===== src/rtl/ps2_pkg.sv =====
// Shared constants, state encoding and event layout for the PS/2 key event decoder.
package ps2_pkg;

   localparam logic [7:0] SC_E0     = 8'hE0;
   localparam logic [7:0] SC_F0     = 8'hF0;
   localparam logic [7:0] SC_E1     = 8'hE1;
   localparam logic [7:0] SC_LSHIFT = 8'h12;
   localparam logic [7:0] SC_RSHIFT = 8'h59;
   localparam logic [7:0] SC_CTRL   = 8'h14;
   localparam logic [7:0] SC_ALT    = 8'h11;
   localparam logic [7:0] SC_CAPS   = 8'h58;
   localparam logic [7:0] SC_NUM    = 8'h77;

   localparam logic [2:0] E1_SKIP = 3'd7;

   localparam int unsigned MOD_SHIFT = 0;
   localparam int unsigned MOD_CTRL  = 1;
   localparam int unsigned MOD_ALT   = 2;
   localparam int unsigned MOD_CAPS  = 3;
   localparam int unsigned MOD_NUM   = 4;
   localparam int unsigned MOD_W     = 5;

   typedef enum logic [2:0] {
      ST_IDLE,
      ST_GOT_E0,
      ST_GOT_F0,
      ST_GOT_E0F0,
      ST_SKIP_E1
   } state_t;

   typedef struct packed {
      logic       rpt;
      logic       brk;
      logic       ext;
      logic [7:0] code;
   } evt_t;

   localparam int unsigned EVT_W = $bits(evt_t);

   // Controller acks, BAT results and error codes never become key events.
   function automatic logic is_ignored(input logic [7:0] b);
      case (b)
         8'h00, 8'hAA, 8'hEE, 8'hFA, 8'hFC, 8'hFD, 8'hFE, 8'hFF: return 1'b1;
         default: return 1'b0;
      endcase
   endfunction

   function automatic logic is_fake_shift(input logic [7:0] b);
      return (b == SC_LSHIFT) || (b == SC_RSHIFT);
   endfunction

endpackage


===== src/rtl/key_event_fifo.sv =====
// Show-ahead synchronous FIFO; a push while full succeeds only if a pop happens in the same cycle.
module key_event_fifo
   import ps2_pkg::*;
#(
   parameter int unsigned DEPTH = 4,
   parameter int unsigned WIDTH = EVT_W
) (
   input  logic             clk,
   input  logic             rst_n,
   input  logic             push,
   input  logic [WIDTH-1:0] din,
   input  logic             pop,
   output logic [WIDTH-1:0] dout,
   output logic             full,
   output logic             empty
);

   localparam int unsigned AW = $clog2(DEPTH);
   localparam logic [AW:0] DEPTH_C = (AW+1)'(DEPTH);

   logic [WIDTH-1:0] mem [DEPTH];
   logic [AW-1:0]    wr_ptr, rd_ptr;
   logic [AW:0]      count;
   logic             do_push, do_pop;

   assign empty   = (count == '0);
   assign full    = (count == DEPTH_C);
   assign do_pop  = pop & ~empty;
   assign do_push = push & (~full | do_pop);
   assign dout    = empty ? '0 : mem[rd_ptr];

   always_ff @(posedge clk or negedge rst_n) begin
      if (!rst_n) begin
         wr_ptr <= '0;
         rd_ptr <= '0;
         count  <= '0;
      end else begin
         if (do_push) wr_ptr <= wr_ptr + 1'b1;
         if (do_pop)  rd_ptr <= rd_ptr + 1'b1;
         case ({do_push, do_pop})
            2'b10:   count <= count + 1'b1;
            2'b01:   count <= count - 1'b1;
            default: count <= count;
         endcase
      end
   end

   always_ff @(posedge clk) begin
      if (do_push) mem[wr_ptr] <= din;
   end

endmodule


===== src/rtl/ps2_key_event_decoder.sv =====
// Turns set-2 scancode bytes into make/break events with modifier tracking,
// repeat detection and a buffered valid/ready output.
module ps2_key_event_decoder
   import ps2_pkg::*;
#(
   parameter int unsigned FIFO_DEPTH      = 4,
   parameter bit          SUPPRESS_REPEAT = 1'b1,
   parameter int unsigned TIMEOUT_CYCLES  = 50000
) (
   input  logic         clk,
   input  logic         rst_n,
   input  logic [7:0]   byte_in,
   input  logic         byte_valid,
   input  logic         evt_ready,
   output logic         evt_valid,
   output logic [7:0]   evt_code,
   output logic         evt_ext,
   output logic         evt_break,
   output logic         evt_repeat,
   output logic [MOD_W-1:0] mods,
   output logic [7:0]   key_count,
   output logic         overflow,
   input  logic         clr_ovf
);

   localparam int unsigned TW = $clog2(TIMEOUT_CYCLES + 1);
   localparam logic [TW-1:0] TO_LAST = TW'(TIMEOUT_CYCLES - 1);

   state_t        state, state_nxt;
   logic [2:0]    skip_cnt, skip_nxt;
   logic [TW-1:0] to_cnt;
   logic          dec_fire, dec_ext, dec_brk;

   logic [8:0] last_key;
   logic       last_valid, key_match, is_rpt, new_make, push;
   logic       lshift, rshift, ctrl, alt, caps, num;
   logic       fifo_full, fifo_empty, pop_go;
   evt_t       push_evt, head_evt;

   always_ff @(posedge clk or negedge rst_n) begin
      if (!rst_n) begin
         state    <= ST_IDLE;
         skip_cnt <= '0;
         to_cnt   <= '0;
      end else begin
         state    <= state_nxt;
         skip_cnt <= skip_nxt;
         if (byte_valid || state == ST_IDLE || to_cnt == TO_LAST) to_cnt <= '0;
         else                                                      to_cnt <= to_cnt + 1'b1;
      end
   end

   always_comb begin
      state_nxt = state;
      skip_nxt  = skip_cnt;
      dec_fire  = 1'b0;
      dec_ext   = 1'b0;
      dec_brk   = 1'b0;
      if (byte_valid) begin
         unique case (state)
            ST_IDLE: begin
               if (byte_in == SC_E0)      state_nxt = ST_GOT_E0;
               else if (byte_in == SC_F0) state_nxt = ST_GOT_F0;
               else if (byte_in == SC_E1) begin
                  state_nxt = ST_SKIP_E1;
                  skip_nxt  = E1_SKIP;
               end else if (!is_ignored(byte_in)) dec_fire = 1'b1;
            end
            ST_GOT_E0: begin
               if (byte_in == SC_F0) state_nxt = ST_GOT_E0F0;
               else begin
                  state_nxt = ST_IDLE;
                  dec_fire  = !is_fake_shift(byte_in);
                  dec_ext   = 1'b1;
               end
            end
            ST_GOT_F0: begin
               state_nxt = ST_IDLE;
               dec_fire  = 1'b1;
               dec_brk   = 1'b1;
            end
            ST_GOT_E0F0: begin
               state_nxt = ST_IDLE;
               dec_fire  = !is_fake_shift(byte_in);
               dec_ext   = 1'b1;
               dec_brk   = 1'b1;
            end
            ST_SKIP_E1: begin
               skip_nxt = skip_cnt - 3'd1;
               if (skip_cnt == 3'd1) state_nxt = ST_IDLE;
            end
            default: state_nxt = ST_IDLE;
         endcase
      end else if (state != ST_IDLE && to_cnt == TO_LAST) begin
         state_nxt = ST_IDLE;
      end
   end

   // A make matching the remembered key is a typematic repeat; a matching break re-arms detection.
   assign key_match = last_valid && (last_key == {dec_ext, byte_in});
   assign is_rpt    = dec_fire && !dec_brk && key_match;
   assign new_make  = dec_fire && !dec_brk && !key_match;
   assign push      = dec_fire && !(is_rpt && SUPPRESS_REPEAT);
   assign pop_go    = evt_valid && evt_ready;
   assign push_evt  = '{rpt: is_rpt, brk: dec_brk, ext: dec_ext, code: byte_in};

   always_ff @(posedge clk or negedge rst_n) begin
      if (!rst_n) begin
         last_key   <= '0;
         last_valid <= 1'b0;
         key_count  <= '0;
         overflow   <= 1'b0;
         lshift     <= 1'b0;
         rshift     <= 1'b0;
         ctrl       <= 1'b0;
         alt        <= 1'b0;
         caps       <= 1'b0;
         num        <= 1'b0;
      end else begin
         if (new_make) begin
            last_key   <= {dec_ext, byte_in};
            last_valid <= 1'b1;
            key_count  <= key_count + 8'd1;
         end else if (dec_fire && dec_brk && key_match) begin
            last_valid <= 1'b0;
         end
         if (push && fifo_full && !pop_go) overflow <= 1'b1;
         else if (clr_ovf)                 overflow <= 1'b0;
         if (dec_fire) begin
            if (byte_in == SC_LSHIFT) lshift <= !dec_brk;
            if (byte_in == SC_RSHIFT) rshift <= !dec_brk;
            if (byte_in == SC_CTRL)   ctrl   <= !dec_brk;
            if (byte_in == SC_ALT)    alt    <= !dec_brk;
         end
         if (new_make && byte_in == SC_CAPS)             caps <= !caps;
         if (new_make && byte_in == SC_NUM && !dec_ext)  num  <= !num;
      end
   end

   always_comb begin
      mods            = '0;
      mods[MOD_SHIFT] = lshift | rshift;
      mods[MOD_CTRL]  = ctrl;
      mods[MOD_ALT]   = alt;
      mods[MOD_CAPS]  = caps;
      mods[MOD_NUM]   = num;
   end

   key_event_fifo #(
      .DEPTH (FIFO_DEPTH),
      .WIDTH (EVT_W)
   ) u_fifo (
      .clk   (clk),
      .rst_n (rst_n),
      .push  (push),
      .din   (push_evt),
      .pop   (pop_go),
      .dout  (head_evt),
      .full  (fifo_full),
      .empty (fifo_empty)
   );

   assign evt_valid  = !fifo_empty;
   assign evt_code   = head_evt.code;
   assign evt_ext    = head_evt.ext;
   assign evt_break  = head_evt.brk;
   assign evt_repeat = head_evt.rpt;

endmodule

===== config.mk =====
export PLATFORM = sky130hd
export DESIGN_NAME = ps2_key_event_decoder
export DESIGN_NICKNAME = d
export VERILOG_FILES = /design/src/rtl/ps2_pkg.sv /design/src/rtl/key_event_fifo.sv /design/src/rtl/ps2_key_event_decoder.sv
export SDC_FILE = /design/constraint.sdc
export NUM_CORES = 1
export LEC_CHECK = 0
export CAP_MARGIN = 20
export CORE_UTILIZATION = 50
export DETAILED_ROUTE_END_ITERATION = 6
export GPL_TIMING_DRIVEN = 0
export PLACE_DENSITY = 0.67
export SLEW_MARGIN = 30
export SYNTH_ARGS = -nofsm -noshare
export SYNTH_HDL_FRONTEND = slang
export SYNTH_SLANG_ARGS = --single-unit

===== constraint.sdc =====
create_clock -name clk -period 7.3 [get_ports clk]
set_clock_uncertainty 0.15 [all_clocks]
set_input_delay 1.095 -clock clk [delete_from_list [all_inputs] [get_ports clk]]
set_output_delay 1.095 -clock clk [all_outputs]
set_load 0.03 [all_outputs]

== Yosys cells after proc, flatten, opt, wreduce, memory -nomap -nowiden ==
Memory sizes are Yosys's and may differ from the RTL's.
Cells that the tools add are included.
W data, S select, Z words.

* Register bits after elaboration: 54
* RAM bits: 44
* Bits of input ports: 13
* Output and inout bits: 26
* Logic and storage cells: 143
* Memories kept: 1

{| class="wikitable"
|+ Memory list
! name !! words !! bits a word !! rd ports !! clocked after Yosys merged registers in !! write ports !! line !! text
|-
| u_fifo.mem || 4 || 11 || 1 || 0 || 1 || key_event_fifo.sv:21 || <nowiki>logic [WIDTH-1:0] mem [DEPTH];</nowiki>
|}

* Add/sub/neg operators: 7
* Eq/ne operators: 31
* Muxes and demuxes: 39
* Bitwise logic cells: 6
* Reductions and logical operators: 43

{| class="wikitable"
|+ Operators by type and width
! cell !! count
|-
| $eq A8 B8 Y1 const B || 10
|-
| $mux W3 || 9
|-
| $eq A8 B5 Y1 const B || 3
|-
| $eq A8 B7 Y1 const B || 3
|-
| $mux W1 || 22
|-
| $add A16 B1 Y16 const B || 1
|-
| $eq A16 B16 Y1 const B || 1
|-
| $mux W16 || 1
|-
| $logic_and A1 B1 Y1 || 14
|-
| $pmux W3 S2 || 2
|-
| $mux W11 || 1
|-
| $reduce_bool A2 Y1 || 5
|-
| $eq A9 B9 Y1 || 1
|-
| $logic_not A1 Y1 || 9
|-
| $pmux W3 S3 || 1
|-
| $add A8 B1 Y8 const B || 1
|-
| $logic_not A8 Y1 || 1
|-
| $reduce_and A2 Y1 || 4
|-
| $reduce_or A8 Y1 || 1
|-
| $eq A3 B1 Y1 const B || 2
|-
| $eq A3 B2 Y1 const B || 2
|-
| $eq A3 B3 Y1 const B || 2
|-
| $logic_not A3 Y1 || 2
|-
| $sub A3 B1 Y3 const B || 2
|-
| 19 further kinds || 26
|}

== Logic depth before layout (Yosys ltp) ==
Gate-level depths: netlist of run 1.

* Depth in word-level cells: 21
* Depth in mapped cells: 14

== Cells and area by module ==
A second synthesis of run 1 with hierarchy kept.

* Cell total of the unflattened synthesis: 391
* Area, all modules: 4798.4 µm²

{| class="wikitable"
|+ Modules (own cells, without submodules)
! module !! times used !! cells an instance !! area each (µm²) !! sequential area each (µm²)
|-
| ps2_key_event_decoder || 1 || 269 || 2623.8 || 1176.1
|-
| key_event_fifo || 1 || 122 || 2174.6 || 1496.4
|}

== Worst setup path before layout of run 1 ==
No wires, ideal clock.

* Path kind: input to register
* Start point: in byte_in[7]
* End point: reg u_fifo.count[2]
* Library setup time: 0.079 ns
* Arrival: 3.622 ns
* Data required time: 7.071 ns
* Setup slack: 3.449 ns
* Stages on the path: 14
* Cells stage by stage: buf_2 -> or4b_4 -> nor4b_4 -> o21a_2 -> o21ai_2 -> and4_4 -> buf_6 -> inv_1 -> ha_1 -> inv_1 -> fa_1 -> xor2_1 -> nor2_1 -> xor2_1

* Longest elaborated chain between the ends: 21
* Elaborated cells between the ends (all ways): 43
* Those cells by class: eq/ne: 15; mux: 17; bitwise: 1; reduce/logical: 10

{| class="wikitable"
|+ Ends and longest elaborated chain
! what !! line !! text
|-
| from (decl) || ps2_key_event_decoder.sv:12 || <nowiki>input logic [7:0] byte_in,</nowiki>
|-
| $eq A8 B8 Y1 or $logic_not A8 Y1 (tied branches) || ps2_pkg.sv:42 || <nowiki>case (b)</nowiki>
|-
| $reduce_or A8 Y1 || ps2_pkg.sv:42 ||
|-
| $mux W1 || ps2_pkg.sv:42 ||
|-
| $mux W1 || ps2_key_event_decoder.sv:64 || <nowiki>else if (byte_in == SC_E1) begin</nowiki>
|-
| $mux W1 || ps2_key_event_decoder.sv:63 || <nowiki>else if (byte_in == SC_F0) state_nxt = ST_GOT_F0;</nowiki>
|-
| $mux W1 || ps2_key_event_decoder.sv:62 || <nowiki>if (byte_in == SC_E0) state_nxt = ST_GOT_E0;</nowiki>
|-
| $mux W1 || ps2_key_event_decoder.sv:60 || <nowiki>unique case (state)</nowiki>
|-
| $mux W1 || ps2_key_event_decoder.sv:59 || <nowiki>if (byte_valid) begin</nowiki>
|-
| (+4 left out) || - ||
|-
| $pmux W1 S4 || ps2_key_event_decoder.sv:60 ||
|-
| $mux W1 || ps2_key_event_decoder.sv:59 ||
|-
| $logic_and A1 B1 Y1 (2 in series) || ps2_key_event_decoder.sv:101 || <nowiki>assign is_rpt = dec_fire && !dec_brk && key_match;</nowiki>
|-
| $logic_not A1 Y1 || ps2_key_event_decoder.sv:103 || <nowiki>assign push = dec_fire && !(is_rpt && SUPPRESS_REPEAT);</nowiki>
|-
| $logic_and A1 B1 Y1 * || ps2_key_event_decoder.sv:103 ||
|-
| $and A1 B1 Y1 * || key_event_fifo.sv:29 || <nowiki>assign do_push = push & (~full | do_pop);</nowiki>
|-
| $eq A2 B1 Y1 or $eq A2 B2 Y1 (tied branches) || key_event_fifo.sv:40 || <nowiki>case ({do_push, do_pop})</nowiki>
|-
| $pmux W3 S2 or $reduce_bool A2 Y1 (tied branches) || - ||
|-
| to (signal assigned) || key_event_fifo.sv:41 || <nowiki>2'b10: count <= count + 1'b1;</nowiki>
|-
| to (signal assigned) || key_event_fifo.sv:42 || <nowiki>2'b01: count <= count - 1'b1;</nowiki>
|-
| to (signal assigned) || key_event_fifo.sv:43 || <nowiki>default: count <= count;</nowiki>
|-
| to (decl) || key_event_fifo.sv:23 || <nowiki>logic [AW:0] count;</nowiki>
|}

Every way passes the cells marked *; elsewhere a longest branch is shown, timed or not. The select of a mux whose other input is x is not followed.
A chain may end at the register's enable or synchronous reset.

== Worst setup path after layout of run 1 ==
* Start point: in byte_in[2]
* End point: reg u_fifo.count[2]

The elaborated chain is that of the path after synthesis.

==> flow_metrics.env, run 1 <==
export IMPL_run_status="completed"
export IMPL_ant_nets=0
export IMPL_worst_ir_drop_vdd_uv=188
export IMPL_r2r_end="u_fifo.count[2]$_DFFE_PN0P_"
export IMPL_detailed_place_area_sq_um=5230
export IMPL_ys_async_sr_fraction_pct=55.1
export IMPL_htree_num_levels=3
export IMPL_clk_path_buf_depth=2
export IMPL_initialDrtViolationCount=117
export IMPL_grt_max_degree=50
export IMPL_combinational_share_of_power_pct=40.3
export IMPL_startpoint="byte_in[2]"
export IMPL_place_hpwl_um=5900
export IMPL_tritoncts_clock_tree="yes"
export IMPL_initial_utilization_pct=51.3
export IMPL_flip_flop_and_latch_count_after_synthesis=98
export IMPL_post_cts_repair_setup_buffers=0
export IMPL_timing_final_ws_setup_ps=2970
export IMPL_drt_first_pass_iters=5
export IMPL_critical_path_startpoint_type="input pin"
export IMPL_antenna_cells=0
export IMPL_synthDistinctLibCells=52
export IMPL_drc=0
export IMPL_worst_slew_pin_transition_ps=787
export IMPL_cts_hold_repair_buffers=0
export IMPL_post_drt_via_cell_ratio=5.52
export IMPL_crit_path_end_kind="flop"
export IMPL_report_final_hold_viol_count=0
export IMPL_syn_instance_count=373
export IMPL_rsz0062_at_grt="no"
export IMPL_timing_rr_start="state[1]$_DFFE_PN0P_"
export IMPL_clk_latency_ps=360
export IMPL_worstPathMaxFanout=10
export IMPL_synth_edf_count=44
export IMPL_seqPwrFrac_pct=41.2
export IMPL_crit_required_ps=7440
export IMPL_static_leakage_power_nw=2.07
export IMPL_internal_power_w=0.00120
export IMPL_mostFrequentLayoutCells="sky130_fd_sc_hd__dfrtp_1 (54), sky130_fd_sc_hd__edfxtp_1 (44), sky130_fd_sc_hd__clkdlybuf4s50_1 (36)"
export IMPL_io_pins=39
export IMPL_grt_pass1_vias=2837
export IMPL_timing_max_slew_rel_slack_pct=47.6
export IMPL_finalInstanceArea_sq_um=5430
export IMPL_die_x_um=99.0
export IMPL_drive_gt1_share_pct=15.0
export IMPL_dpl_worst_slack_ps=2630
export IMPL_post_route_period_util_pct=59.3
export IMPL_drv_cap=0
export IMPL_synth_nets=396
export IMPL_worstPathArrival_ps=4470
export IMPL_clock_sinks=98
export IMPL_setup_viol=0
export IMPL_drv_slew=0
export IMPL_synth_largest_type_area_fraction_pct=28.8
export IMPL_powerDensity_nw_per_um2=340
export IMPL_route_detailed_wl_per_inst_um=15.5
export IMPL_cp_endpoint="u_fifo.count[2]$_DFFE_PN0P_"
export IMPL_yosysTopAreaCell="sky130_fd_sc_hd__dfrtp_1"
export IMPL_netlist_area_sq_um=4700
export IMPL_grt_util_all_layers_pct=18.6
export IMPL_ff2ff_path_depth=14
export IMPL_synthTopCellsByArea="sky130_fd_sc_hd__dfrtp_1 (29%), sky130_fd_sc_hd__edfxtp_1 (28%), sky130_fd_sc_hd__mux4_2 (5.3%)"
export IMPL_finalNetCount=445
export IMPL_cts_repair_resized=0
export IMPL_critical_path_class="in2reg"
export IMPL_floorplan_die_area_sq_um=9790
export IMPL_chipHeight_um=99.0
export IMPL_power_clock_fraction_pct=18.6
export IMPL_core_sq_um=9150
export IMPL_area_growth_synth_to_final_pct=15.5
export IMPL_number_of_buffers_created_by_cts=9
export IMPL_setup_tns_final_ps=0
export IMPL_synth_yosys_seq_area_share_pct=56.9
export IMPL_max_freq_mhz=231
export IMPL_rows=35
export IMPL_sw_frac_of_total_pct=35.1
export IMPL_ys_warn_count=0
export IMPL_antenna_violations_before_repair=0
export IMPL_placement_io_buffers=37
export IMPL_r2r_slack_ps=4190
export IMPL_synth_ff_type="sky130_fd_sc_hd__dfrtp_1"
export IMPL_routabilityCongestion=0.857
export IMPL_dr_total_vias=2972
export IMPL_globalRoute_totalOverflow=0
export IMPL_fin_crit_ps=4330
export IMPL_route_final_wire_length_um=8330
export IMPL_switching_power_w=0.000647
export IMPL_final_common_cell="sky130_fd_sc_hd__dfrtp_1"
export IMPL_post_synth_cell_area_avg_sq_um=12.6
export IMPL_grt_pass1_wl_um=14100
export IMPL_report_power_total_w=0.00185
export IMPL_clkTransAtPathRegs_ps=100
export IMPL_clockRootBuffer="sky130_fd_sc_hd__clkbuf_8"
export IMPL_min_path_type="reg2reg"
[layer usage]
| layer | global-route usage (%) | vias up | share of wire, % | wire length, um |
|---|---|---|---|---|
| li1 | - | 1450 | - | - |
| met1 | 26.0 | 1464 | 47 | 3920 |
| met4 | 4.82 | 0 | 0.96 | 80 |
| met5 | 0 | - | 0 | 0 |
| met2 | 30.0 | 51 | 49 | 4080 |
| met3 | 3.97 | 7 | 3.0 | 254 |
[state kept, by name, indices dropped and copies added, names as in the netlist]
name / flops
skip_cnt: 3
num: 1
lshift: 1
rshift: 1
ctrl: 1
last_key: 9
alt: 1
last_valid: 1
u_fifo.mem: 44
caps: 1
to_cnt: 16
key_count: 8
u_fifo.count: 3
u_fifo.rd_ptr: 2
overflow: 1
u_fifo.wr_ptr: 2
state: 3
[cell type report]
| type | instances | area [sq um] |
|---|---|---|
| inverter | 14 | 52.6 |
| fill | 725 | 3730 |
| clock buffer | 10 | 128 |
| tap | 111 | 139 |
| buffer | 22 | 119 |
| clock inverter | 6 | 65.1 |
| multi-input combinational | 239 | 1860 |
| sequential | 98 | 2670 |
| timing repair buffer | 38 | 395 |
[worst min-delay path by stage]
stage	cells past startpoint	slack [ps]	to	from
floorplan	1	280	to_cnt[0]$_DFF_PN0_	to_cnt[0]$_DFF_PN0_
global route	1	340	key_count[7]$_DFFE_PN0P_	key_count[7]$_DFFE_PN0P_
detailed placement	1	310	to_cnt[0]$_DFF_PN0_	to_cnt[0]$_DFF_PN0_
global placement	1	290	to_cnt[0]$_DFF_PN0_	to_cnt[0]$_DFF_PN0_
CTS	1	320	to_cnt[0]$_DFF_PN0_	to_cnt[0]$_DFF_PN0_
finish	1	310	to_cnt[0]$_DFF_PN0_	to_cnt[0]$_DFF_PN0_
[through the flow]
stage,hold slack (ps),utilization [%],cells
final,313,59.3,538
after global routing,342,59.3,538
after CTS,319,59.3,538
after detailed placement,307,57.2,522
after global placement,294,56.9,521
after floorplan,275,-,373
[power groups by stage]
stage / combinational (W) / sequential, W / clock, W
after global placement: 0.000732 / 0.000767 / 0
after floorplan: 0.000495 / 0.000788 / 0
after global routing: 0.000809 / 0.000775 / 0.000377
after detailed placement: 0.000750 / 0.000773 / 0
after CTS: 0.000753 / 0.000761 / 0.000353
final: 0.000743 / 0.000759 / 0.000343
[logic make-up (layout without fill, tap and decap cells)]
logic type               Yosys count  count (layout)  share of synthesized area [%]
XOR/XNOR                          36              36                           6.71
adder cells (fa/ha/maj)           10              10                           2.82
AND/OR/NAND/NOR                  133             133                           16.7
AO/OA/AOI/OAI                     34              34                           4.31
buffers and inverters             36              90                           3.65
flip-flops                        98              98                           56.9
multiplexers                      26              26                           8.92
[worst max-delay path: stages]
cell	delay (ps)
sky130_fd_sc_hd__clkdlybuf4s50_1	500
sky130_fd_sc_hd__buf_2	240
sky130_fd_sc_hd__or4b_1	560
sky130_fd_sc_hd__nor3_1	320
sky130_fd_sc_hd__o21a_2	180
sky130_fd_sc_hd__o21ai_2	130
sky130_fd_sc_hd__and4_4	220
sky130_fd_sc_hd__buf_6	120
sky130_fd_sc_hd__inv_1	50
sky130_fd_sc_hd__ha_1	160
sky130_fd_sc_hd__inv_1	60
sky130_fd_sc_hd__fa_1	370
sky130_fd_sc_hd__xor2_1	150
sky130_fd_sc_hd__nor2_1	130
sky130_fd_sc_hd__xor2_1	160
[synthesized netlist by cell type (6+ instances only)]
cell type / count
sky130_fd_sc_hd__and2_1: 17
sky130_fd_sc_hd__inv_1: 14
sky130_fd_sc_hd__nor4_1: 6
sky130_fd_sc_hd__nand2_1: 13
sky130_fd_sc_hd__dfrtp_1: 54
sky130_fd_sc_hd__mux2_2: 13
sky130_fd_sc_hd__xnor2_1: 28
sky130_fd_sc_hd__nand4_1: 13
sky130_fd_sc_hd__and3_1: 9
sky130_fd_sc_hd__nand3_1: 13
sky130_fd_sc_hd__a21oi_1: 13
sky130_fd_sc_hd__nor2_1: 26
sky130_fd_sc_hd__xor2_1: 8
sky130_fd_sc_hd__mux4_2: 11
sky130_fd_sc_hd__ha_1: 9
sky130_fd_sc_hd__clkbuf_1: 9
sky130_fd_sc_hd__o21ai_0: 9
sky130_fd_sc_hd__edfxtp_1: 44
No activity file was read; power rests on OpenSTA's default activity.
==> inputs of run 2 (changes only) <==
==> constraint.sdc (replaced) <==
create_clock -name clk -period 4.3 [get_ports clk]
set_clock_uncertainty 0.15 [all_clocks]
set_input_delay 0.645 -clock clk [delete_from_list [all_inputs] [get_ports clk]]
set_output_delay 0.645 -clock clk [all_outputs]
set_load 0.03 [all_outputs]
==> run 2 against run 1 <==
Routed wire length is 0.36% higher; clock-buffer cell count stayed put; non-clock buffer count is 1 higher; utilization is 0.11 points higher; clock power is 69% higher; first-iteration DRC count is 1.7% lower; final cell count is 0.19% higher; sequential share of layout area is 0.091 points lower.
==> flow_metrics.env, run 2 (synthesis results as in run 1) <==
export IMPL_run_status="completed"
export IMPL_initialDrtViolationCount=115
export IMPL_worst_slew_pin_transition_ps=782
export IMPL_core_sq_um=9150
export IMPL_largest_registers="u_fifo.mem (44), to_cnt (16), last_key (9)"
export IMPL_number_of_buffers_created_by_cts=9
export IMPL_drv_cap=0
export IMPL_timing_max_slew_rel_slack_pct=47.9
export IMPL_fin_crit_ps=3880
export IMPL_setup_tns_final_ps=0
export IMPL_antenna_violations_before_repair=0
export IMPL_drive_gt1_share_pct=15.0
export IMPL_dr_total_vias=2961
export IMPL_floorplan_die_area_sq_um=9790
export IMPL_critical_path_startpoint_type="input pin"
export IMPL_finish_utilization_pct=59.4
export IMPL_initial_utilization_pct=51.3
export IMPL_setup_viol=0
export IMPL_worstPathArrival_ps=4020
export IMPL_rows=35
export IMPL_timing_rr_start="state[1]$_DFFE_PN0P_"
export IMPL_min_path_type="reg2reg"
export IMPL_cts_hold_repair_buffers=1
export IMPL_static_leakage_power_nw=2.07
export IMPL_post_cts_repair_setup_buffers=0
export IMPL_io_pins=39
export IMPL_globalRoute_totalOverflow=0
export IMPL_drt_first_pass_iters=4
export IMPL_route_final_wire_length_um=8360
export IMPL_worst_path_largest_cell_delay_ps=560
export IMPL_report_final_hold_viol_count=0
export IMPL_tritoncts_clock_tree="yes"
export IMPL_route_detailed_wl_per_inst_um=15.5
export IMPL_max_freq_mhz=257
export IMPL_worstPathMaxFanout=10
export IMPL_routed_wl_met3_um=276
export IMPL_whs_endpoint="to_cnt[0]$_DFF_PN0_"
export IMPL_grt_pass1_vias=2839
export IMPL_powerDensity_nw_per_um2=576
export IMPL_r2r_end="u_fifo.count[2]$_DFFE_PN0P_"
export IMPL_ff2ff_path_depth=14
export IMPL_r2r_slack_ps=1190
export IMPL_grt_util_all_layers_pct=18.7
export IMPL_worst_path_max_delay_cell="sky130_fd_sc_hd__or4b_1"
export IMPL_critical_path_class="in2reg"
export IMPL_drc=0
export IMPL_htree_num_levels=3
export IMPL_met1Wirelength_um=3890
export IMPL_clk_path_buf_depth=2
export IMPL_chipHeight_um=99.0
export IMPL_finalNetCount=446
export IMPL_clockRootBuffer="sky130_fd_sc_hd__clkbuf_8"
export IMPL_placement_io_buffers=37
export IMPL_die_x_um=99.0
export IMPL_grt_pass1_wl_um=14100
export IMPL_timing_critical_path_cells="clkdlybuf4s50_1 -> buf_2 -> or4b_1 -> nor3_1 -> o21a_2 -> o21ai_2 -> and4_4 -> buf_6 -> inv_1 -> ha_1 -> inv_1 -> fa_1 -> xor2_1 -> nor2_1 -> xor2_1"
export IMPL_place_hpwl_um=5900
export IMPL_met2WireLength_um=4110
export IMPL_crit_required_ps=4440
export IMPL_final_common_cell="sky130_fd_sc_hd__dfrtp_1"
export IMPL_mostFrequentLayoutCells="sky130_fd_sc_hd__dfrtp_1 (54), sky130_fd_sc_hd__edfxtp_1 (44), sky130_fd_sc_hd__clkdlybuf4s50_1 (36)"
export IMPL_crit_path_end_kind="flop"
export IMPL_min_delay_path_depth=1
export IMPL_drv_slew=0
export IMPL_area_growth_synth_to_final_pct=15.7
export IMPL_antenna_cells=0
export IMPL_cts_repair_resized=0
export IMPL_ant_nets=0
export IMPL_clk_latency_ps=360
export IMPL_worst_ir_drop_vdd_uv=319
export IMPL_regMostFlops="u_fifo.mem"
export IMPL_fill_cells=724
export IMPL_post_drt_via_cell_ratio=5.49
export IMPL_largest_register_ffs=44
export IMPL_routabilityCongestion=0.857
export IMPL_post_route_period_util_pct=90.3
export IMPL_routed_top_layer="met4"
export IMPL_hold_path_startpoint="to_cnt[0]$_DFF_PN0_"
export IMPL_grt_max_degree=50
export IMPL_rsz0062_at_grt="no"
export IMPL_clkTransAtPathRegs_ps=100
export IMPL_timing_critical_path_buf_inv=5
export IMPL_timing_critical_path_max_delay_family="simple AND/OR/NAND/NOR gates"
export IMPL_clock_sinks=98
==> run 2: area by class of cell <==
cell class                 instances  area [sq um]  area share [%]
buffer                            22           119            2.19
clock buffer                      10           128            2.35
clock inverter                     6          65.1            1.20
inverter                          14          52.6           0.967
multi-input combinational        239          1860            34.1
sequential                        98          2670            49.2
tap                              111           139            2.55
timing repair buffer              39           405            7.46
==> run 2: metrics by stage <==
stage / hold slack [ps] / setup WS, ps / cells / cell area (sq um) / power [W]
finish: 313 / 416 / 539 / 5440 / 0.00313
global route: 342 / 198 / 539 / 5440 / 0.00333
CTS: 319 / 440 / 539 / 5440 / 0.00317
detailed placement: 307 / 79.9 / 522 / 5230 / 0.00258
global placement: 294 / 73.8 / 521 / 5210 / 0.00254
floorplan: 199 / 899 / 373 / 4700 / 0.00218
==> run 2: how the worst max path moves through the flow <==
stage / startpoint / end / slack (ps) / cells after the start
floorplan: byte_in[7] / u_fifo.count[2]$_DFFE_PN0P_ / 900 / 14
global placement: byte_in[4] / u_fifo.count[2]$_DFFE_PN0P_ / 70 / 15
detailed placement: byte_in[6] / u_fifo.count[2]$_DFFE_PN0P_ / 80 / 15
CTS: byte_in[4] / u_fifo.count[2]$_DFFE_PN0P_ / 440 / 15
global route: byte_in[4] / u_fifo.count[2]$_DFFE_PN0P_ / 200 / 15
finish: byte_in[2] / u_fifo.count[2]$_DFFE_PN0P_ / 420 / 15
==> run 2: layer usage <==
| layer | global-route usage, % | vias up |
|---|---|---|
| li1 | - | 1453 |
| met1 | 26.1 | 1452 |
| met2 | 30.0 | 49 |
| met3 | 3.97 | 7 |
| met4 | 4.82 | 0 |
| met5 | 0 | - |
==> run 2: worst register-to-register path, stage by stage (launching register included) <==
cell                       delay [ps]
sky130_fd_sc_hd__dfrtp_1          360
sky130_fd_sc_hd__clkbuf_1         220
sky130_fd_sc_hd__or3_1            390
sky130_fd_sc_hd__a31oi_1          220
sky130_fd_sc_hd__o311ai_0         200
sky130_fd_sc_hd__o21ai_2          210
sky130_fd_sc_hd__and4_4           290
sky130_fd_sc_hd__buf_6            120
sky130_fd_sc_hd__inv_1             40
sky130_fd_sc_hd__ha_1             190
sky130_fd_sc_hd__inv_1             70
sky130_fd_sc_hd__fa_1             180
sky130_fd_sc_hd__xor2_1           150
sky130_fd_sc_hd__nor2_1            70
sky130_fd_sc_hd__xor2_1           140
==> run 2: where the power goes <==
group | switching, W | internal (W) | total (W)
clock | 0.000309 | 0.000271 | 0.000581
combinational | 0.000668 | 0.000594 | 0.00126
sequential | 0.000121 | 0.00117 | 0.00129
==> inputs of run 3 (changes only) <==
--- a/config.mk
+++ b/config.mk
@@ -13,4 +13,5 @@
 export SLEW_MARGIN = 30
 export SYNTH_ARGS = -nofsm -noshare
 export SYNTH_HDL_FRONTEND = slang
+export SYNTH_HIERARCHICAL = 1
 export SYNTH_SLANG_ARGS = --single-unit
==> run 3 against run 2 <==
Critical path depth fell by 2; flip-flop and latch count did not move; area after synthesis rose by 2.1%; utilization rose by 1.4 points; clock-buffer cell count did not move; register-to-register slack got worse by 380 ps; design area rose by 3.8%; largest cell class unchanged; largest power group is now combinational logic; highest routed layer unchanged.
==> flow_metrics.env, run 3 <==
export IMPL_tritoncts_clock_tree="yes"
export IMPL_powerDensity_nw_per_um2=620
export IMPL_grt_busiest_layer="met2"
export IMPL_detailed_place_area_sq_um=5370
export IMPL_chipHeight_um=100
export IMPL_drv_slew=0
export IMPL_route_detailed_wl_per_inst_um=15.5
export IMPL_ant_nets=0
export IMPL_power_clock_fraction_pct=21.0
export IMPL_placement_io_buffers=38
export IMPL_finalNetCount=463
export IMPL_worstPathArrival_ps=4170
export IMPL_mostFrequentLayoutCells="sky130_fd_sc_hd__dfrtp_1 (54), sky130_fd_sc_hd__edfxtp_1 (44), sky130_fd_sc_hd__clkdlybuf4s50_1 (37)"
export IMPL_flip_flop_and_latch_count_after_synthesis=98
export IMPL_synth_cells_most_frequent="sky130_fd_sc_hd__dfrtp_1 (54), sky130_fd_sc_hd__edfxtp_1 (44), sky130_fd_sc_hd__nor2_1 (37)"
export IMPL_ys_async_sr_fraction_pct=55.1
export IMPL_met1_usage_pct=26.5
export IMPL_grt_pass1_vias=3079
export IMPL_final_common_cell="sky130_fd_sc_hd__dfrtp_1"
export IMPL_post_synth_cell_area_avg_sq_um=12.3
export IMPL_static_leakage_power_nw=2.19
export IMPL_grt_util_all_layers_pct=19.5
export IMPL_synthDistinctLibCells=59
export IMPL_routabilityCongestion=0.846
export IMPL_drive_gt1_share_pct=15.7
export IMPL_die_x_um=100
export IMPL_internal_power_w=0.00227
export IMPL_globalRoute_totalOverflow=0
export IMPL_setup_tns_final_ps=0
export IMPL_initial_utilization_pct=51.7
export IMPL_post_drt_via_cell_ratio=5.29
export IMPL_run_status="completed"
export IMPL_worstPathMaxFanout=10
export IMPL_fill_cells=767
export IMPL_max_freq_mhz=244
export IMPL_yosysTopAreaCell="sky130_fd_sc_hd__dfrtp_1"
export IMPL_grtUsageMet3_pct=3.27
export IMPL_min_path_type="reg2reg"
export IMPL_clk_path_buf_depth=2
export IMPL_number_of_buffers_created_by_cts=9
export IMPL_initialDrtViolationCount=161
export IMPL_seqPwrFrac_pct=38.0
export IMPL_rows=35
export IMPL_drc=0
export IMPL_crit_path_end_kind="flop"
export IMPL_gr_usage_met2_pct=31.8
export IMPL_antenna_cells=0
export IMPL_crit_required_ps=4370
export IMPL_io_pins=39
export IMPL_synth_yosys_seq_area_share_pct=55.7
export IMPL_route_final_wire_length_um=8920
export IMPL_grt_pass1_wl_um=14900
export IMPL_dr_total_vias=3042
export IMPL_critical_path_class="in2reg"
export IMPL_finalInstanceArea_sq_um=5640
export IMPL_synth_edf_count=44
export IMPL_combinational_share_of_power_pct=41.0
export IMPL_regMostFlops="u_fifo/mem"
export IMPL_rsz0062_at_grt="no"
export IMPL_drt_first_pass_iters=4
export IMPL_largest_register_ffs=44
export IMPL_sw_frac_of_total_pct=35.1
export IMPL_synth_nets=413
export IMPL_synth_largest_type_area_fraction_pct=28.2
export IMPL_critical_path_startpoint_type="input pin"
export IMPL_post_route_period_util_pct=95.2
export IMPL_ys_warn_count=6
export IMPL_htree_num_levels=3
export IMPL_floorplan_die_area_sq_um=9990
export IMPL_timing_max_slew_rel_slack_pct=43.6
export IMPL_synthMostInstantiatedCell="sky130_fd_sc_hd__dfrtp_1"
export IMPL_area_growth_synth_to_final_pct=17.6
export IMPL_fin_crit_ps=4090
export IMPL_synthTopCellsByArea="sky130_fd_sc_hd__dfrtp_1 (28%), sky130_fd_sc_hd__edfxtp_1 (28%), sky130_fd_sc_hd__mux4_2 (5.2%)"
export IMPL_clockRootBuffer="sky130_fd_sc_hd__clkbuf_8"
export IMPL_place_hpwl_um=6320
export IMPL_switching_power_w=0.00123
export IMPL_setup_viol=0
export IMPL_largest_registers="u_fifo/mem (44), to_cnt (16), last_key (9)"
export IMPL_worst_slew_pin_transition_ps=838
export IMPL_synth_ff_type="sky130_fd_sc_hd__dfrtp_1"
export IMPL_netlist_area_sq_um=4800
export IMPL_clk_latency_ps=360
export IMPL_grt_max_degree=46
export IMPL_syn_instance_count=391
export IMPL_antenna_violations_before_repair=0
export IMPL_clkTransAtPathRegs_ps=100
export IMPL_report_final_hold_viol_count=0
export IMPL_core_sq_um=9280
export IMPL_clock_sinks=98
export IMPL_worst_ir_drop_vdd_uv=267
export IMPL_post_cts_repair_setup_buffers=0
export IMPL_drv_cap=0
-- run 3: worst paths after layout --
path / depth (start not counted) / slack, ps / endpoint / from
setup / recovery: 13 / 210 / u_fifo/count[2]$_DFFE_PN0P_ / byte_in[1]
hold / removal: 1 / 300 / to_cnt[0]$_DFF_PN0_ / to_cnt[0]$_DFF_PN0_
setup reg to reg: 11 / 810 / u_fifo/count[2]$_DFFE_PN0P_ / state[1]$_DFFE_PN0P_
hold reg to reg: 1 / 300 / to_cnt[0]$_DFF_PN0_ / to_cnt[0]$_DFF_PN0_
max in group asynchronous: 3 / 3040 / last_key[6]$_DFFE_PN0P_ / rst_n
min in group asynchronous: 2 / 500 / to_cnt[9]$_DFF_PN0_ / rst_n
-- run 3: logic make-up (layout without fill, tap and decap cells) --
logic type,count (synthesis),after routing,share of synthesized area (%)
xor+xnor,37,37,6.91
mux,24,24,8.27
fa+ha+maj,9,9,2.50
buf+inv,35,90,3.70
simple gates,153,153,17.4
compound gates,35,35,5.55
flops,98,98,55.7
-- run 3: power groups by stage --
stage	clock network (W)	registers, W	logic, W
after global routing	0.000791	0.00135	0.00156
after global placement	0	0.00134	0.00142
after floorplan	0	0.00139	0.000947
after detailed placement	0	0.00135	0.00145
final	0.000735	0.00133	0.00144
after CTS	0.000758	0.00133	0.00146
-- run 3: area by class of cell --
class	instances	area, sq um	share of cell area (%)
flip-flops and latches	98	2670	47.4
multi-input cells	258	1960	34.8
repair buffers	40	415	7.36
well taps	129	161	2.86
clock buffers	10	138	2.44
plain buffers	21	128	2.26
clock inverters	6	119	2.11
inverters	13	48.8	0.865
-- run 3: what timing repair did --
action                                 in CTS  in global routing
resized for setup                           1                  6
setup endpoints to repair                   1                  2
hold buffers                                1                  0
endpoints found under the hold margin       9                  0
-- run 3: critical path, cell delays in order --
cell and delay, ps:
sky130_fd_sc_hd__clkdlybuf4s50_1 520, sky130_fd_sc_hd__buf_4 230, sky130_fd_sc_hd__or4b_4 530, sky130_fd_sc_hd__o31ai_4 280
sky130_fd_sc_hd__or3_2 210, sky130_fd_sc_hd__nand3_2 150, sky130_fd_sc_hd__nor2_1 210, sky130_fd_sc_hd__nor2_2 130
sky130_fd_sc_hd__or2_2 330, sky130_fd_sc_hd__fa_1 390, sky130_fd_sc_hd__nand2b_1 180, sky130_fd_sc_hd__o211ai_1 180
sky130_fd_sc_hd__o311ai_0 160
-- run 3: layer usage --
metal | vias up | wire [um]
met4 | 0 | 125
met1 | 1489 | 4250
met5 | - | 0
li1 | 1504 | -
met2 | 38 | 4310
met3 | 11 | 233
-- run 3: metrics by stage --
stage	power [W]	util, %	worst slack [ps]	instances	hold slack [ps]
after global placement	0.00275	57.5	-334	558	292
after CTS	0.00354	60.7	60.2	576	306
after global routing	0.00370	60.8	10.0	575	334
after detailed placement	0.00280	57.8	-442	559	294
final	0.00350	60.8	207	575	299
after floorplan	0.00234	-	617	391	199
==> RTL edit 1, RTL diff (settings of run 2) <==
The 5 states of `state_t` get a Gray code encoding in 3 bits.
--- a/src/rtl/ps2_pkg.sv
+++ b/src/rtl/ps2_pkg.sv
@@ -21,11 +21,11 @@
    localparam int unsigned MOD_W     = 5;
 
    typedef enum logic [2:0] {
-      ST_IDLE,
-      ST_GOT_E0,
-      ST_GOT_F0,
-      ST_GOT_E0F0,
-      ST_SKIP_E1
+      ST_IDLE     = 3'b000,
+      ST_GOT_E0   = 3'b001,
+      ST_GOT_F0   = 3'b011,
+      ST_GOT_E0F0 = 3'b010,
+      ST_SKIP_E1  = 3'b110
    } state_t;
 
    typedef struct packed {
Check against the original RTL: no difference found for any inputs over 4 cycles, from zero or initial values and one cycle with rst_n low; so few cycles prove little.
==> RTL edit 1 against run 2 <==
- the flow now finishes with violations (design-rule violations)
- highest routed layer unchanged
- total power grew 5.2%
- routed wire length grew 2.5%
- sequential cell count is the same
- critical endpoint unchanged
- final area grew 0.85%
- area after synthesis grew 0.96%
- synthesized cell count grew 2.1%
- setup slack gained 0.097 ns
- first-iteration DRC count shrank 16%
==> RTL edit 1: results (changes against run 2) <==
synthesis.nets: 404  # was 396
clock_latency_ns: 0.37
worst_slew_pin_slew_ns: 0.832  # was 0.782 ns
r2r_slack_ns: 1.37  # was 1.19 ns
via_count: 2919  # was 2961
grt_pass1_vias: 2961  # was 2839
post-dp-hpwl_microns: 5980  # was 5900 microns
syn_avg_cell_area_sq_um: 12.5  # was 12.6 sq um
violations: "design-rule violations"
status: "finished, violations left"  # was complete, no violations
r2r-start: "state[2]$_DFFE_PN0P_"  # was state[1]$_DFFE_PN0P_
placed_area_sq_um: 5290  # was 5230 sq um
totalWireLength_microns: 8560  # was 8360 microns
min_to: "to_cnt[0]$_DFF_PN0_"  # unchanged
nNetsFinal: 455  # was 446
synth.distinct_cells: 54  # was 52
r2r_cells: 13  # was 14
peakVddDrop_v: 0.000297  # was 0.000319 V
netlist_top_cells_area: "dfrtp_1 28%, edfxtp_1 28%, mux4_2 5.2%"  # was dfrtp_1 29%, edfxtp_1 28%, mux4_2 5.3%
drc: 2  # was 0
filler_cell_count: 772  # was 724
holdWs_ns: 0.306  # was 0.313 ns
synth_common_cells: "54 x dfrtp_1, 44 x edfxtp_1, 31 x nor2_1"  # was 54 x dfrtp_1, 44 x edfxtp_1, 28 x xnor2_1
first_pass_iters: 6  # was 4
place_ws_ns: 0.156  # was 0.0799 ns
first_iter_violations: 97  # was 115
track_usage_pct: 19.2  # was 18.7%
power.leakage_nw: 2.11  # was 2.07 nW
drive_above_1_share_pct: 13.3  # was 15.0%
path_max_fanout: 9  # was 10
place.gp.congestion: 0.895  # was 0.857
antenna_found_initial: 0  # unchanged
placedCellCount: 531  # was 522
grt_first_pass_wirelength_microns: 14500  # was 14100 microns
yosysSeqAreaShare_pct: 56.3  # was 56.9%
avgViaCountPerCell: 5.33  # was 5.49
RTL edit 1: changes by cell type in the layout (fill, tap and decap cells not counted), sizes merged, moves of 3 or more:
cell	delta
nand2	+4
nor2b	+6
o21ai	-8
clkbuf	-3
nand4	-7
a31oi	-4
a21oi	-6
nand3	+7
and4	-4
nor2	+5
xor2	+4
RTL edit 1: cell type report:
| class | count | share of cell area [%] |
|---|---|---|
| flip-flops and latches | 98 | 48.7 |
| multi-input cells | 247 | 34.5 |
| repair buffers | 40 | 7.58 |
| well taps | 111 | 2.53 |
| plain buffers | 21 | 2.30 |
| clock buffers | 9 | 2.26 |
| clock inverters | 7 | 1.10 |
| inverters | 15 | 1.03 |
RTL edit 1: power breakdown:
part / switching (mW) / leakage, nW / internal (mW) / total (mW)
Combinational: 0.736 / 0.938 / 0.653 / 1.39
Clock: 0.341 / 0.0844 / 0.219 / 0.560
Sequential: 0.139 / 1.09 / 1.21 / 1.35
Total: 1.22 / 2.11 / 2.08 / 3.30
RTL edit 1: cells by family after synthesis:
kind of cell / count (synthesis) / synth area share, %
simple gates: 145 / 16.7
flops: 98 / 56.3
xor+xnor: 40 / 7.38
buf+inv: 36 / 3.85
mux: 27 / 9.02
compound gates: 25 / 3.96
fa+ha+maj: 10 / 2.80
RTL edit 1: worst max-delay path: stages:
cell	delay [ns]
clkdlybuf4s50_1	0.50
buf_2	0.23
nor4_2	0.55
a21oi_1	0.22
o2111ai_2	0.22
o221ai_2	0.18
and3_1	0.20
buf_6	0.13
inv_1	0.05
ha_1	0.17
inv_1	0.06
fa_1	0.37
xor2_1	0.15
nor2_1	0.12
xor2_1	0.15
RTL edit 1: repair_timing:
| item | in CTS | in global routing |
|---|---|---|
| hold buffers | 1 | 0 |
| gates resized for setup | 0 | 0 |
| endpoints found under the hold margin | 5 | 0 |
RTL edit 1: layer usage:
metal	vias up	share of wire [%]	GRT usage (%)
li1	1447	-	-
met1	1407	47	25.4
met2	52	48	31.2
met3	13	3.1	3.37
met4	0	2.1	8.71
met5	-	0	0
RTL edit 1: worst max path at each step:
stage | startpoint | endpoint | slack [ns] | cells after the start
2_1_floorplan | byte_in[2] | u_fifo.count[2]$_DFFE_PN0P_ | 1.01 | 14
3_3_place_gp | byte_in[6] | u_fifo.count[2]$_DFFE_PN0P_ | 0.22 | 15
3_5_place_dp | byte_in[0] | u_fifo.count[2]$_DFFE_PN0P_ | 0.16 | 15
4_1_cts | byte_in[0] | u_fifo.count[2]$_DFFE_PN0P_ | 0.52 | 15
5_1_grt | byte_in[0] | u_fifo.count[2]$_DFFE_PN0P_ | 0.19 | 15
6_report | byte_in[0] | u_fifo.count[2]$_DFFE_PN0P_ | 0.51 | 15
==> RTL edit 2, RTL diff (settings of run 2) <==
Made on the original files. The parameter `TIMEOUT_CYCLES` goes from 50000 to 100000.
--- a/src/rtl/ps2_key_event_decoder.sv
+++ b/src/rtl/ps2_key_event_decoder.sv
@@ -5,7 +5,7 @@
 #(
    parameter int unsigned FIFO_DEPTH      = 4,
    parameter bit          SUPPRESS_REPEAT = 1'b1,
-   parameter int unsigned TIMEOUT_CYCLES  = 50000
+   parameter int unsigned TIMEOUT_CYCLES  = 100000
 ) (
    input  logic         clk,
    input  logic         rst_n,
Function: same outputs for any inputs over 4 cycles, from zero or initial values and one cycle with rst_n low; that may be too few to reach the edited logic, so the function may still have changed.
==> RTL edit 2 against run 2 <==
- sequential cell count up 1
- routed wire length rose by 6.8%
- count of clock-buffer cells in the layout fell by 1
- setup slack improved by 0.10 ns
- area after synthesis up 4.0%
- sequential share of layout area down 1.5 points
- sequential power rose by 5%
- final area is 4.1% higher
- register-to-register slack better by 0.06 ns
- die area rose by 3.9%
- total power rose by 5.2%
- cell count grew 5.4%
- core utilization increased by 1.0 points
- largest cell class unchanged
- highest routed layer unchanged
==> RTL edit 2: results (changes against run 2) <==
drive_above_1_share_pct: 15.7  # was 15.0%
post-dp-hpwl_microns: 6230  # was 5900 microns
crit_path_start: "byte_in[4]"  # was byte_in[2]
yosysSeqAreaShare_pct: 55.2  # was 56.9%
synth_common_cells: "55 x dfrtp_1, 44 x edfxtp_1, 33 x nor2_1"  # was 54 x dfrtp_1, 44 x edfxtp_1, 28 x xnor2_1
grt_max_degree: 39  # was 50
route.met2.wl_microns: 4210  # was 4110 microns
placedCellCount: 551  # was 522
r2r_cells: 11  # was 14
port_buffers: 38  # was 37
avgViaCountPerCell: 5.36  # was 5.49
track_usage_pct: 19.3  # was 18.7%
netlist_top_cells_area: "dfrtp_1 28%, edfxtp_1 27%, mux4_2 5.1%"  # was dfrtp_1 29%, edfxtp_1 28%, mux4_2 5.3%
async_flop_share_pct: 55.6  # was 55.1%
layoutNonFillerInstCount: 568  # was 539
synthesis.nets: 406  # was 396
synth.distinct_cells: 56  # was 52
power.leakage_nw: 2.20  # was 2.07 nW
cp.arrival_ns: 3.92  # was 4.02 ns
grt_pass1_vias: 3057  # was 2839
placed_area_sq_um: 5450  # was 5230 sq um
drt-met1-wl_microns: 4320  # was 3890 microns
first_iter_violations: 175  # was 115
place.gp.congestion: 0.860  # was 0.857
status: "complete, no violations"  # unchanged
RTL edit 2: per-stage QoR:
| step | worst slack [ns] | util [%] |
|---|---|---|
| floorplan | 1.15 | - |
| global placement | 0.220 | 57.9 |
| detailed placement | 0.198 | 58.1 |
| CTS | 0.573 | 60.4 |
| global route | 0.328 | 60.4 |
| finish | 0.520 | 60.4 |
RTL edit 2: power breakdown:
part	leakage [nW]	switching, mW	internal (mW)	total [mW]
Clock	0.107	0.336	0.281	0.617
Combinational	1.00	0.679	0.634	1.31
Sequential	1.09	0.161	1.20	1.36
RTL edit 2: timing repair:
action,CTS,global route
endpoints found under the hold margin,17,0
setup buffers,0,0
hold buffers,1,0
RTL edit 2: area by class of cell:
type	instances	area, sq um
clock inverters	7	81.3
multi-input cells	252	2020
clock buffers	9	124
fillers	812	3710
plain buffers	18	113
inverters	14	52.6
flip-flops and latches	99	2700
well taps	129	161
repair buffers	40	408
RTL edit 2: worst max-delay path: stages:
cell and delay (ns):
clkdlybuf4s50_1 0.65, buf_4 0.24, nor4b_2 0.39, a22o_1 0.31, a22oi_1 0.10, or2_1 0.26
o2111a_2 0.20, inv_1 0.08, ha_1 0.19, inv_1 0.07, fa_1 0.37, xor2_1 0.15
nor2_1 0.11, xor2_1 0.16
RTL edit 2: how the worst min path moves through the flow:
stage	from	endpoint	slack (ns)	depth (start not counted)
after CTS	caps$_DFFE_PN0P_	caps$_DFFE_PN0P_	0.33	1
after global placement	key_count[7]$_DFFE_PN0P_	key_count[7]$_DFFE_PN0P_	0.31	1
after global routing	caps$_DFFE_PN0P_	caps$_DFFE_PN0P_	0.34	1
after detailed placement	key_count[7]$_DFFE_PN0P_	key_count[7]$_DFFE_PN0P_	0.31	1
final	caps$_DFFE_PN0P_	caps$_DFFE_PN0P_	0.32	1
after floorplan	rst_n	alt$_DFFE_PN0P_	0.20	0
RTL edit 2: logic make-up after synthesis:
logic type / after synthesis / synth area share (%)
adder cells (fa/ha/maj): 10 / 2.71
AND/OR/NAND/NOR: 147 / 17.5
buffers and inverters: 32 / 3.38
multiplexers: 26 / 9.22
XOR/XNOR: 40 / 7.17
flip-flops: 99 / 55.2
AO/OA/AOI/OAI: 29 / 4.81
RTL edit 2: metal layers:
metal | global-route usage (%) | vias up
li1 | - | 1479
met1 | 26.3 | 1486
met2 | 31.2 | 63
met3 | 3.40 | 17
met4 | 7.13 | 0
met5 | 0 | -
